<file path="config.mk">
export PLATFORM = sky130hd
export DESIGN_NAME = alu_op_scheduler
export DESIGN_NICKNAME = d
export VERILOG_FILES = /design/src/rtl/alu_sched_pkg.sv /design/src/rtl/alu_op_unit.sv /design/src/rtl/alu_op_scheduler.sv
export SDC_FILE = /design/constraint.sdc
export NUM_CORES = 1
export LEC_CHECK = 0
export ABC_CLOCK_PERIOD_IN_PS = 2100
export BUFFER_PORTS_ARGS = -buffer_cell sky130_fd_sc_hd__buf_2
export CORE_ASPECT_RATIO = 1.75
export CORE_UTILIZATION = 45
export CTS_BUF_LIST = sky130_fd_sc_hd__clkbuf_8
export DETAILED_ROUTE_END_ITERATION = 16
export PLACE_DENSITY = 0.75
export SYNTH_ARGS = -nofsm -noshare
export SYNTH_HDL_FRONTEND = slang
export SYNTH_HIERARCHICAL = 1
export SYNTH_SLANG_ARGS = --single-unit
</file>
<file path="constraint.sdc">
create_clock -name clk -period 2.1 [get_ports clk]
set_input_delay 0.315 -clock clk [delete_from_list [all_inputs] [get_ports clk]]
set_output_delay 0.315 -clock clk [all_outputs]
set_load 0.005 [all_outputs]
</file>
<file path="src/rtl/alu_sched_pkg.sv">
// alu_sched_pkg: opcode encoding and result-width helper shared by the ALU scheduler.
package alu_sched_pkg;
    localparam int OP_W = 2;
    typedef enum logic [OP_W-1:0] {OP_HI_NOR, OP_HI_OR, OP_LO_NOR, OP_XOR} alu_op_e;
    function automatic int res_w(input int data_w);
        return data_w / 2 + 1;
    endfunction
endpackage

</file>
<file path="src/rtl/alu_op_unit.sv">
// alu_op_unit: combinational reduction/pass-through op producing {flag, half}.
module alu_op_unit
    import alu_sched_pkg::*;
#(
    parameter int DATA_W = 4
) (
    input  alu_op_e                    op_i,
    input  logic [DATA_W-1:0]          data_i,
    output logic [res_w(DATA_W)-1:0]   res_o
);
    localparam int HALF_W = DATA_W / 2;
    logic [HALF_W-1:0] hi, lo;
    assign hi = data_i[DATA_W-1:HALF_W];
    assign lo = data_i[HALF_W-1:0];
    always_comb begin
        res_o = op_i == OP_HI_NOR ? {~|hi, hi} :
                op_i == OP_HI_OR  ? {|hi, hi}  :
                op_i == OP_LO_NOR ? {~|lo, lo} :
                                    {^data_i, hi ^ lo};
    end
endmodule

</file>
<file path="src/rtl/alu_op_scheduler.sv">
// alu_op_scheduler: round-robin arbitration of NUM_REQ requesters onto a shared
// ALU with an S1 operand stage and an OUT result stage behind valid/ready.
module alu_op_scheduler
    import alu_sched_pkg::*;
#(
    parameter int NUM_REQ = 4,
    parameter int DATA_W  = 4
) (
    input  logic                         clk,
    input  logic                         rst,
    input  logic [NUM_REQ-1:0]           req_valid,
    output logic [NUM_REQ-1:0]           req_ready,
    input  logic [NUM_REQ*OP_W-1:0]      req_op,
    input  logic [NUM_REQ*DATA_W-1:0]    req_data,
    output logic                         rsp_valid,
    input  logic                         rsp_ready,
    output logic [$clog2(NUM_REQ)-1:0]   rsp_id,
    output logic [DATA_W/2:0]            rsp_data
);
    localparam int ID_W  = $clog2(NUM_REQ);
    localparam int RES_W = res_w(DATA_W);

    logic [ID_W-1:0]   rr_ptr_q, rr_ptr_d, s1_id_q, s1_id_d, rsp_id_q, rsp_id_d, gnt, idx;
    logic              s1_valid_q, s1_valid_d, rsp_valid_q, rsp_valid_d;
    logic              found, out_free, s1_free, xfer, load;
    alu_op_e           s1_op_q, s1_op_d;
    logic [DATA_W-1:0] s1_data_q, s1_data_d;
    logic [RES_W-1:0]  res, rsp_data_q, rsp_data_d;

    assign out_free = !rsp_valid_q || rsp_ready;
    assign s1_free  = !s1_valid_q || out_free;
    assign xfer     = found && s1_free;
    assign load     = out_free && s1_valid_q;

    // First valid requester at or after rr_ptr, wrapping modulo NUM_REQ.
    always_comb begin
        found = 1'b0;
        gnt   = '0;
        idx   = '0;
        for (int k = 0; k < NUM_REQ; k++) begin
            idx = ID_W'((int'(rr_ptr_q) + k) % NUM_REQ);
            if (!found && req_valid[idx]) begin
                found = 1'b1;
                gnt   = idx;
            end
        end
    end

    always_comb begin
        req_ready      = '0;
        req_ready[gnt] = xfer;
    end

    always_comb begin
        rr_ptr_d    = xfer ? ID_W'((int'(gnt) + 1) % NUM_REQ) : rr_ptr_q;
        s1_valid_d  = s1_free ? xfer : s1_valid_q;
        s1_op_d     = xfer ? alu_op_e'(req_op[int'(gnt)*OP_W +: OP_W]) : s1_op_q;
        s1_data_d   = xfer ? req_data[int'(gnt)*DATA_W +: DATA_W] : s1_data_q;
        s1_id_d     = xfer ? gnt : s1_id_q;
        rsp_valid_d = out_free ? s1_valid_q : rsp_valid_q;
        rsp_id_d    = load ? s1_id_q : rsp_id_q;
        rsp_data_d  = load ? res : rsp_data_q;
    end

    alu_op_unit #(.DATA_W(DATA_W)) u_alu (
        .op_i   (s1_op_q),
        .data_i (s1_data_q),
        .res_o  (res)
    );

    always_ff @(posedge clk or posedge rst) begin
        if (rst) begin
            rr_ptr_q    <= '0;
            s1_valid_q  <= 1'b0;
            s1_op_q     <= OP_HI_NOR;
            s1_data_q   <= '0;
            s1_id_q     <= '0;
            rsp_valid_q <= 1'b0;
            rsp_id_q    <= '0;
            rsp_data_q  <= '0;
        end else begin
            rr_ptr_q    <= rr_ptr_d;
            s1_valid_q  <= s1_valid_d;
            s1_op_q     <= s1_op_d;
            s1_data_q   <= s1_data_d;
            s1_id_q     <= s1_id_d;
            rsp_valid_q <= rsp_valid_d;
            rsp_id_q    <= rsp_id_d;
            rsp_data_q  <= rsp_data_d;
        end
    end

    assign rsp_valid = rsp_valid_q;
    assign rsp_id    = rsp_id_q;
    assign rsp_data  = rsp_data_q;
endmodule
</file>
==> impl_metrics.csv, run 1 <==
group,metric,value,unit
outcome,outcome,"complete, no violations",
grt,first_global_vias,904,
timing,drv_slew,0,
synthesis,ys_ff_latch,17,
floorplanning,dieArea,2560,um^2
setup_path,path_class,"reg -> out",
grt,grt_usage,0.193,
setup_path,reg2reg_depth,5,
power,ir_worst_vdd,620,uV
cts,cts_sinks,17,
final_layout,num_antenna_cells,0,
floorplanning,core,2150,um^2
cts,clk_path_buf_depth,2,
synthesis,netlist_instances,104,
timing,post-route-period-util,0.923,
timing,clock-skew-final,0.00649,ns
power,power-per-cell-area,1150,nW/um^2
routing,ant_nets,0,
final_layout,nets,182,
routing,first_iter_violations,22,
synthesis,ys_warn_count,6,
power,p_leak,0.693,nW
grt,grt_pass1_wl,3540,um
grt,overflow,0,
grt,antenna_found_initial,0,
setup_path,cp.arrival,1.62,ns
timing,fin_tns_setup,0,ns
timing,rsz0062_at_grt,"false",
timing,tightest_slew,0.631,ns
routing,drc,0,
final_layout,final_common_cell,"buf_2",
floorplanning,die_h,66.2,um
cts,cts_hold_buf,0,
setup_path,startpoint_type,"flop",
cts,h-tree-depth,1,
final_layout,fin_area,1340,um^2
synthesis,synth_area_leaders,"dfrtp_1 40%, mux2i_1 11%, o221ai_1 5.8%, mux2_2 5.3%, nand2_1 5.3%",
cts,clk_pin_slew,0.07,ns
timing,setup_viol,0,
synthesis,yosysSeqAreaShare,0.402,
synthesis,syn_area_per_cell,10.2,um^2
place,portBuffers,40,
grt,grt_max_degree,18,
timing,max_freq,516,MHz
timing,relSlewSlack,0.579,
setup_path,worst-path-max-fanout,10,
cts,clock_latency,0.25,ns
timing,period_minus_slack,1.94,ns
cts,cts_tree,"built",
place,gp_congestion,0.830,
routing,vias,942,
cts,numCtsBuffers,3,
floorplanning,initial_core_util,0.493,
floorplanning,num_rows,22,
synthesis,yosys.area.top_type_share,0.402,
synthesis,synth-edff-count,0,
job,drv_cap,0,
final_layout,final_cell_mix,"40 x buf_2, 16 x dfrtp_1, 15 x nand2_1",
synthesis,ys_types,32,
synthesis,yosys.area.top_type,"dfrtp_1",
routing,first_pass_iters,4,
floorplanning,io-pin-count,41,
place,place_hpwl,1770,um
synthesis,synth_top_flop_cell,"dfrtp_1",
floorplanning,chipWidth,38.7,um
routing,wl_per_cell,12.6,um
routing,via_per_inst,5.48,
synthesis,syn_nets,137,
synthesis,async_flop_share,1.00,
cts,cts_root_buffer,"clkbuf_8",
place,post_dp_cell_area,1290,um^2
routing,routed_wl,2170,um
synthesis,netlist_area,1060,um^2
setup_path,cp-end-kind,"output pin",
final_layout,synthToLayoutAreaGrowth,26.1,%
final_layout,layout-drive-gt1-share,0.392,
timing,finalHoldViolations,0,
hold_path,hp-class,"in -> async",
setup_path,required,1.78,ns
-- worst paths after layout --
check,from,end,slack (ns)
hold / removal,rst,s1_id_q[0],0.14
setup reg to reg,rsp_valid,s1_data_q[1],0.44
min in group clk,req_valid[0],s1_valid_q,0.34
hold reg to reg,s1_id_q[1],s1_id_q[1],0.49
max in group asynchronous,rst,rr_ptr_q[1],1.52
setup / recovery,rsp_valid,req_ready[3],0.16
-- synth_stat cells, drive strengths merged (2+ instances only) --
cell,number
a21oi,2
a32o,2
dfrtp,17
ha,2
inv,9
mux2,5
mux2i,12
nand2,15
nand2b,4
nor2,6
nor2b,2
nor3b,2
o21ai,4
o221ai,7
xnor2,2
-- power by group --
part,switching (mW),internal (mW)
Combinational,0.334,0.389
Clock,0.105,0.130
Sequential,0.121,0.457
-- flip-flops by register name (all words and copies together) (netlist names) --
register and count:
s1_id_q 2, rsp_id 2, rr_ptr_q 2, s1_data_q 4, rsp_valid 1, s1_valid_q 1, rsp_data 3, s1_op_q 2
-- per-layer routing --
metal	GRT usage	routed length, um	vias up
li1	-	-	462
met1	0.193	825	442
met2	0.356	1240	34
met3	0.0202	79	4
met4	0.108	28	0
met5	0	0	-
-- through the flow --
| step | total power, mW | setup WS [ns] | util | std cells | hold slack, ns |
|---|---|---|---|---|---|
| final | 1.54 | 0.161 | 0.622 | 172 | 0.137 |
| after floorplan | 1.11 | 0.467 | - | 104 | 0.241 |
| after detailed placement | 1.31 | 0.265 | 0.600 | 168 | 0.431 |
| after global routing | 1.67 | 0.0133 | 0.622 | 172 | 0.191 |
| after global placement | 1.27 | 0.274 | 0.600 | 168 | 0.420 |
| after CTS | 1.55 | 0.0720 | 0.621 | 172 | 0.163 |
-- timing repair --
action                                 4_1_cts  5_1_grt
endpoints found under the hold margin        0        0
buffers inserted                             0        0
resized for setup                            0        1
setup endpoints to repair                    0        3
-- cell type report --
cell class	count	area [um^2]
Multi-Input combinational cell	76	584
Tap cell	24	30.0
Timing Repair Buffer	42	215
Clock inverter	1	3.75
Fill cell	180	812
Inverter	9	33.8
Sequential cell	17	427
Clock buffer	3	41.3
-- critical path, stage by stage, from the launching register on --
cell and delay (ns):
dfrtp_1 0.39, nor2b_1 0.15, a22o_1 0.30, or2_1 0.32
nor2_1 0.10, buf_2 0.12
-- cells by family after synthesis --
group / Yosys count / share of synthesized area
AND/OR/NAND/NOR: 33 / 0.160
AO/OA/AOI/OAI: 22 / 0.186
flip-flops: 17 / 0.402
buffers and inverters: 11 / 0.0461
XOR/XNOR: 2 / 0.0166
adder cells (fa/ha/maj): 2 / 0.0236
multiplexers: 17 / 0.167
(Power assumes the default switching activity.)
==> run 2: changes to the inputs <==
CELL_PAD_IN_SITES_DETAIL_PLACEMENT = 1   (was not set)
CELL_PAD_IN_SITES_GLOBAL_PLACEMENT = 1   (was not set)
CORE_UTILIZATION = 37   (was 45)
PLACE_DENSITY = not set   (was 0.75)
PLACE_DENSITY_LB_ADDON = 0.1   (was not set)
==> impl_metrics.csv, run 2 (synthesis results as in run 1) <==
group,metric,value,unit
routing,ant_nets,0,
final_layout,final_util,0.492,
hold_path,hp-class,"in -> async",
setup_path,cp_cell_sequence,"a21oi_1 > or3_1 > o221a_2 > nor3b_1 > buf_2",
floorplanning,num_rows,25,
final_layout,top_register,"s1_data_q",
cts,numCtsBuffers,3,
grt,overflow,0,
setup_path,cp-end-kind,"output pin",
cts,post-cts-setup-buffers,0,
cts,h-tree-depth,1,
setup_path,worst-path-max-fanout,6,
cts,clk_pin_slew,0.07,ns
routing,wl_per_cell,15.7,um
setup_path,worstPathBufferInverterCount,1,
final_layout,num_antenna_cells,0,
setup_path,cp.arrival,1.69,ns
power,ir_worst_vdd,499,uV
setup_path,crit_slowest_cell,"dfrtp_2",
place,gp_congestion,0.753,
routing,first_iter_violations,26,
timing,rsz0062_at_grt,"false",
floorplanning,core,2720,um^2
floorplanning,initial_core_util,0.389,
routing,via_per_inst,5.64,
setup_path,startpoint_type,"flop",
timing,clock-skew-final,0.000628,ns
timing,fin_tns_setup,0,ns
cts,cts_root_buffer,"clkbuf_8",
routing,first_pass_iters,5,
outcome,outcome,"complete, no violations",
timing,post-route-period-util,0.957,
grt,grt_usage,0.197,
grt,first_global_vias,1094,
cts,clock_latency,0.25,ns
timing,tightest_slew,0.646,ns
place,portBuffers,40,
final_layout,stdcell_count,175,
setup_path,cpLargestDelayFamily,"simple AND/OR/NAND/NOR gates",
routing,drc,0,
timing,drv_slew,0,
floorplanning,chipWidth,42.4,um
final_layout,layout-drive-gt1-share,0.399,
setup_path,path_class,"reg -> out",
final_layout,synthToLayoutAreaGrowth,26.6,%
timing,setup_viol,0,
place,dp.cells,171,
power,power-per-cell-area,1190,nW/um^2
cts,clk_path_buf_depth,2,
place,place_hpwl,2220,um
cts,cts_tree,"built",
power,p_leak,0.691,nW
final_layout,final_common_cell,"buf_2",
final_layout,largest_register_ffs,4,
final_layout,nets,182,
grt,grt_pass1_wl,4550,um
routing,vias,987,
setup_path,cpPeakStageDelay,0.43,ns
grt,antenna_found_initial,0,
timing,period_minus_slack,2.01,ns
timing,max_freq,498,MHz
setup_path,required,1.78,ns
final_layout,final_cell_mix,"40 x buf_2, 16 x dfrtp_1, 15 x nand2_1",
job,drv_cap,0,
floorplanning,dieArea,3090,um^2
final_layout,nFillCells,340,
timing,finalHoldViolations,0,
routing,routed_wl,2740,um
floorplanning,io-pin-count,41,
grt,grt_max_degree,18,
cts,cts_sinks,17,
cts,cts_hold_buf,0,
floorplanning,die_h,72.8,um
timing,relSlewSlack,0.569,
[run 2: timing repair]
action / CTS / global route
endpoints found under the setup margin: 0 / 3
resized for setup: 0 / 2
endpoints found under the hold margin: 0 / 0
[run 2: final cells by class]
type	count	area, um^2	area share
inverter	9	33.8	0.0252
clock inverter	1	5.00	0.00373
clock buffer	3	41.3	0.0308
sequential	17	427	0.318
tap	27	33.8	0.0252
multi-input combinational	76	584	0.436
timing repair buffer	42	215	0.161
[run 2: metal layers]
layer,vias to the layer above,global-route usage,wire [um]
li1,460,-,-
met1,476,0.177,953
met2,37,0.381,1570
met3,14,0.0322,96
met4,0,0.132,124
met5,-,0,0
[run 2: through the flow]
stage / power, mW / setup WS [ns] / area (um^2) / hold WS, ns
floorplan: 1.11 / 0.467 / 1060 / 0.241
global placement: 1.31 / 0.279 / 1290 / 0.422
detailed placement: 1.35 / 0.192 / 1290 / 0.440
CTS: 1.60 / 0.00945 / 1340 / 0.164
global route: 1.71 / 0.0376 / 1340 / 0.191
finish: 1.59 / 0.0904 / 1340 / 0.142
[run 2: final timing paths]
kind / from / end / slack, ns / cells after the start
max in group asynchronous: rst / rr_ptr_q[1] / 1.51 / 2
hold reg to reg: s1_id_q[1] / s1_id_q[1] / 0.49 / 2
min in group clk: req_valid[0] / s1_valid_q / 0.36 / 3
setup reg to reg: rr_ptr_q[0] / s1_data_q[1] / 0.37 / 5
hold / removal: rst / rsp_valid / 0.14 / 2
setup / recovery: rr_ptr_q[1] / req_ready[0] / 0.09 / 5
[run 2: power breakdown]
group	leakage (nW)	switching [mW]	internal, mW	total [mW]
logic	0.466	0.374	0.393	0.767
clock network	0.0255	0.115	0.132	0.246
registers	0.200	0.119	0.457	0.576
